==> src/rtl/sign_apply_serial.sv <==
// Bit-serial sign application: LSB-first two's-complement negation of a magnitude.
// Optional SIGN_APPLY_SAT_EN saturates out-of-range results instead of wrapping.
module sign_apply_serial #(
    parameter int N = 5
) (
    input  logic         clk,
    input  logic         rst_n,
    input  logic         in_valid,
    output logic         in_ready,
    input  logic [N-1:0] mag,
    input  logic         signbit,
    output logic         out_valid,
    input  logic         out_ready,
    output logic [N-1:0] out,
    output logic         ovf
);

    localparam int CW = (N > 2) ? $clog2(N) : 1;

    localparam logic [1:0] S_IDLE  = 2'd0;
    localparam logic [1:0] S_SHIFT = 2'd1;
    localparam logic [1:0] S_DONE  = 2'd2;

    localparam logic [N-1:0] MIN_NEG = {1'b1, {(N-1){1'b0}}};
    localparam logic [N-1:0] MAX_POS = {1'b0, {(N-1){1'b1}}};
    localparam logic [CW-1:0] LAST  = CW'(N - 1);

    logic [1:0]    state_q, state_d;
    logic [N-1:0]  sh_q, sh_d;
    logic [N-1:0]  out_q, out_d;
    logic [CW-1:0] cnt_q, cnt_d;
    logic          sign_q, sign_d;
    logic          seen_q, seen_d;
    logic          ovf_q, ovf_d;

    logic          b;
    logic          obit;

    always_comb begin
        state_d = state_q;
        sh_d    = sh_q;
        out_d   = out_q;
        cnt_d   = cnt_q;
        sign_d  = sign_q;
        seen_d  = seen_q;
        ovf_d   = ovf_q;
        b       = sh_q[0];
        obit    = sign_q ? (b ^ seen_q) : b;

        unique case (state_q)
            S_IDLE: begin
                if (in_valid) begin
                    state_d = S_SHIFT;
                    sh_d    = mag;
                    sign_d  = signbit;
                    seen_d  = 1'b0;
                    cnt_d   = '0;
                    // Only -2^(N-1) is reachable from a negated magnitude with MSB set.
                    ovf_d   = signbit ? (mag > MIN_NEG) : mag[N-1];
                end
            end
            S_SHIFT: begin
                sh_d   = sh_q >> 1;
                seen_d = seen_q | b;
                out_d  = {obit, out_q[N-1:1]};
                cnt_d  = cnt_q + 1'b1;
                if (cnt_q == LAST) begin
                    state_d = S_DONE;
                    cnt_d   = '0;
`ifdef SIGN_APPLY_SAT_EN
                    if (ovf_q) begin
                        out_d = sign_q ? MIN_NEG : MAX_POS;
                    end
`endif
                end
            end
            S_DONE: begin
                if (out_ready) begin
                    state_d = S_IDLE;
                end
            end
            default: begin
                state_d = S_IDLE;
            end
        endcase
    end

    always_ff @(posedge clk or negedge rst_n) begin
        if (!rst_n) begin
            state_q <= S_IDLE;
            sh_q    <= '0;
            out_q   <= '0;
            cnt_q   <= '0;
            sign_q  <= 1'b0;
            seen_q  <= 1'b0;
            ovf_q   <= 1'b0;
        end else begin
            state_q <= state_d;
            sh_q    <= sh_d;
            out_q   <= out_d;
            cnt_q   <= cnt_d;
            sign_q  <= sign_d;
            seen_q  <= seen_d;
            ovf_q   <= ovf_d;
        end
    end

    assign in_ready  = (state_q == S_IDLE);
    assign out_valid = (state_q == S_DONE);
    assign out       = out_q;
    assign ovf       = ovf_q;

endmodule

==> config.mk <==
export PLATFORM = sky130hd
export DESIGN_NAME = sign_apply_serial
export DESIGN_NICKNAME = d
export VERILOG_FILES = /design/src/rtl/sign_apply_serial.sv
export SDC_FILE = /design/constraint.sdc
export NUM_CORES = 1
export LEC_CHECK = 0
export CAP_MARGIN = 20
export CORE_AREA = 2 2 49 51
export DETAILED_ROUTE_END_ITERATION = 10
export DIE_AREA = 0 0 51 53
export PLACE_DENSITY_LB_ADDON = 0.08
export SYNTH_ARGS = -nofsm -noshare
export SYNTH_HDL_FRONTEND = slang
export SYNTH_SLANG_ARGS = --single-unit
==> constraint.sdc <==
create_clock -name clk -period 1.2 [get_ports clk]
set_input_delay 0.24 -clock clk [delete_from_list [all_inputs] [get_ports clk]]
set_output_delay 0.24 -clock clk [all_outputs]
set_load 0.02 [all_outputs]
---- Yosys cells after proc, flatten, opt, wreduce, memory -nomap -nowiden ----
Index checks and enable logic that the tools add are counted.
storage, ports and cells
  bits of input ports ..................... 10
  logic and storage cells ................. 35
  output and inout port bits .............. 8
  flip-flop bits (word level) ............. 18
cells by class
  equal/unequal tests ..................... 6
  reduce and logical (&&, ||, !) cells .... 5
  add/sub/neg operators ................... 1
  bitwise operators ....................... 2
  $lt $le $gt $ge ......................... 1
  multiplexer cells ....................... 13
operators by type and width
  cell                 number
  $pmux 5 s2           1
  $mux 2               3
  $mux 3               2
  $pmux 2 s3           1
  $pmux 3 s2           1
  $gt 5x5->1 const B   1
  $mux 5               1
  $ne 2x2->1 const B   2
  $reduce_and 2->1     2
  $add 3x1->3 const B  1
  $eq 3x3->1 const B   1
  $mux 1               3
  $reduce_and 3->1     1
  $eq 2x1->1 const B   1
  $eq 2x2->1 const B   1
  $logic_not 2->1      1
  $ne 2x1->1 const B   1
  $pmux 1 s2           1
  $reduce_bool 2->1    1
  $or 1x1->1           1
  $xor 1x1->1          1

---- Depth between registers and ports, before layout ----
Gate-level depths: netlist of run 1.
  depth after elaboration ................. 3
  mapped depth ............................ 5
  depth with buffers taken out ............ 5

---- Least setup slack after synthesis of run 1 ----
No wires, ideal clock.
  path kind ............................... reg2reg
  start point ............................. register state_q[0]
  end point ............................... register ovf_q, in the netlist ovf
  path slack .............................. 0.029 ns
  library setup time ...................... 0.125 ns
  required time ........................... 1.075 ns
  data arrival time ....................... 1.046 ns
  stages on the path, launching flop included .. 4
  path buffers ............................ 0
  clock period less this slack ............ 1.171 ns
  cells stage by stage .................... dfrtp_1 > nor2b_2 > nor2b_4 > mux2_4
between the ends
  cells in the longest elaborated chain, start to end .. 2
RTL lines
  what                        line  source
  from (decl)                 28    logic [1:0] state_q, state_d;
  from (signal assigned)      98    state_q <= state_d;
  $logic_not 2->1             50    unique case (state_q)
  $reduce_and 2->1 (no line)  -
  to (signal assigned)        104   ovf_q <= ovf_d;
  to (decl)                   34    logic ovf_q, ovf_d;
Every way passes these cells.
A chain may end at the register's enable or synchronous reset.

---- Final worst setup path of run 1 ----
  start point ............................. register state_q[1]
  end point ............................... output port out_valid
between the ends
  cells in the longest elaborated chain, start to end .. 1
RTL lines
  what        line  source
  $eq 2x2->1  109   assign out_valid = (state_q == S_DONE);
  to (decl)   12    output logic out_valid,
Every way passes these cells.

==> flow_summary.yaml, run 1 <==
placement:
  pre_cts_slack_ns: -0.2887
  finalWeightedCongestion: 0.7127
  dp_hpwl_um: 1279
  portBuffers: 17
  postPlaceCellArea_um2: 1175
clock_tree:
  clk_latency_ns: 0.29
  ctsHoldBuffers: 0
  numCtsBuffers: 3
  cts_buffer_depth: 2
  ctsHtreeMaxLevel: 1
  clock_sinks: 18
  clk_pin_slew_ns: 0.10
  cts_tree: "built"
  clockRootBuffer: "clkbuf_4"
die:
  io_pins: 18
  die_w_um: 51
  die_area_um2: 2703
  placeableCoreArea_um2: 2148
  die_y_um: 53
  start_util: 0.4182
  rows: 17
routing:
  drc: 0
  firstDrtPassIters: 4
  drt-vias-per-instance: 4.809
  wl_um: 1843
  initialDrtViolationCount: 8
  ant_nets: 0
  vias: 678
  wl_per_cell_um: 13.07
timing:
  worst_pin_slew_ns: 0.2429
  setup_slack_ns: -0.1066
  clock_skew_ns: 0.001741
  finalCritPeriodShare: 1.089
  timing.hold.ws_ns: 0.2637
  hold_violations: 0
  min_period_ns: 1.307
  grt_setup_unrepaired: "true"
  finalSetupViolations: 11
  report.final.slew_viol_count: 0
  slew_headroom: 0.8366
  fmax_mhz: 765.3
cells_and_area:
  drive_gt1_frac: 0.4159
  layout.nets: 127
  final_core_util: 0.5900
  layout_commonest_cell: "dfrtp_1"
  final_area_um2: 1267
  nFillCells: 182
  insertedDiodeCount: 0
  final_cell_mix: "18 x dfrtp_1, 15 x buf_4, 9 x nand2_1, 9 x clkdlybuf4s50_1, 7 x buf_6"
  synthToLayoutAreaGrowth_pct: 41.09
synthesis:
  avgSynthCellArea_um2: 11.98
  ys_types: 26
  synth_nets: 88
  synth-seq-cells: 18
  ys.warnings.count: 0
  synth_cells: 75
  syn-cell-area_um2: 898.4
  yosysSeqAreaShare: 0.5014
worst_setup_path:
  cp.required_ns: 0.96
  crit_arrival_ns: 1.07
  cpMaxStageDelayCell: "dfrtp_1"
  crit_fanout: 4
  cp-start-kind: "flop"
  path_buf_inv: 1
  worstPathCellList: "and2b_2 > buf_6"
  max_stage_delay_ns: 0.42
  crit_family: "flip-flops"
  endpoint_kind: "output port"
  critPathKind: "reg -> out"
global_route:
  grt_pass1_wl_um: 2973
  grt_max_degree: 19
  grt_usage: 0.1507
  antenna_found_initial: 0
  overflow: 0
  grt_pass1_vias: 695
power_and_ir_drop:
  ir_drop_mv: 1.298
  power_leakage_uw: 0.0006263
  powerDensity_nw_per_um2: 2343
  totalPowerFinal_uw: 2969
flow_run:
  cap_violations: 0
run_status:
  violations: "setup timing"
  status: "finished with violations"
hold_path:
  hold_class: "in -> async"
==> synth_stat cells, drive strengths merged <==
cell type	instances	share of area
a21boi	1	0.0084
and2b	1	0.0098
o21ai	8	0.045
nor3b	2	0.017
nor4	1	0.0070
buf	3	0.038
a21oi	4	0.026
a31oi	1	0.0070
inv	4	0.017
mux2i	1	0.011
dfrtp	18	0.50
a22oi	1	0.0084
mux2	7	0.11
nor2	1	0.0042
ha	3	0.042
nand2	9	0.038
a22o	2	0.020
nor2b	2	0.025
nand2b	2	0.022
and3b	3	0.029
o21bai	1	0.013
==> routing by layer <==
metal / wire length (um) / share of wire / up-vias / GRT usage
met5: 0 / 0 / - / 0
li1: - / - / 336 / -
met3: 65 / 0.035 / 2 / 0.05085
met4: 12 / 0.0065 / 0 / 0.04054
met2: 952 / 0.52 / 7 / 0.2706
met1: 813 / 0.44 / 333 / 0.1696
==> path summary, 6_finish.rpt <==
path,startpoint,to,slack (ns),cells past startpoint
worst max-delay path,state_q[1],out_valid,-0.11,2
min in group clk,sh_q[2],sh_q[2],0.51,2
worst max register to register,state_q[0],sign_q,-0.07,4
max in group asynchronous,rst_n,sh_q[3],0.75,2
worst min register to register,sh_q[2],sh_q[2],0.51,2
worst min-delay path,rst_n,out[1],0.26,2
==> power breakdown <==
part,internal (uW),switching [uW]
clock,185,189
combinational,865,696
sequential,865,169
total,1920,1050
==> layout make-up <==
class / instances / area (um^2) / area share
timing repair buffer: 37 / 311.5 / 0.2458
sequential: 18 / 450.4 / 0.3554
tap: 28 / 35.03 / 0.02764
clock buffer: 4 / 36.28 / 0.02863
multi-input combinational: 50 / 419.2 / 0.3307
inverter: 4 / 15.01 / 0.01185
==> cells by family (layout without fill, tap and decap cells) <==
| group | count (synthesis) | in the layout | synth area share |
|---|---|---|---|
| buf+inv | 7 | 45 | 0.05431 |
| compound gates | 18 | 18 | 0.1267 |
| flops | 18 | 18 | 0.5014 |
| fa+ha+maj | 3 | 3 | 0.04179 |
| mux | 8 | 8 | 0.1240 |
| simple gates | 21 | 21 | 0.1518 |
==> timing repair <==
item                                    4_1_cts  5_1_grt
buffers inserted                              5        2
gates resized for setup                      34       12
pin swaps                                     0        2
endpoints found under the setup margin       13       24
==> state kept, by name (all words and copies together), names as in the netlist <==
signal   count
cnt_q        3
sh_q         5
sign_q       1
seen_q       1
ovf          1
out          5
state_q      2
==> stage by stage <==
step | TNS (ns) | instances
after floorplan | 0 | 75
after global placement | -2.503 | 131
after detailed placement | -2.527 | 131
after CTS | -0.4731 | 139
after global routing | -0.9071 | 141
final | -0.4424 | 141
Note: power is estimated with default switching activity, not from simulation.
==> run 2: changes to the inputs <==
--- a/config.mk
+++ b/config.mk
@@ -5,7 +5,6 @@
 export SDC_FILE = /design/constraint.sdc
 export NUM_CORES = 1
 export LEC_CHECK = 0
-export CAP_MARGIN = 20
 export CORE_AREA = 2 2 49 51
 export DETAILED_ROUTE_END_ITERATION = 10
 export DIE_AREA = 0 0 51 53
==> results of run 2 <==
No change in the layout: final DEF, timing and power equal those of run 1.
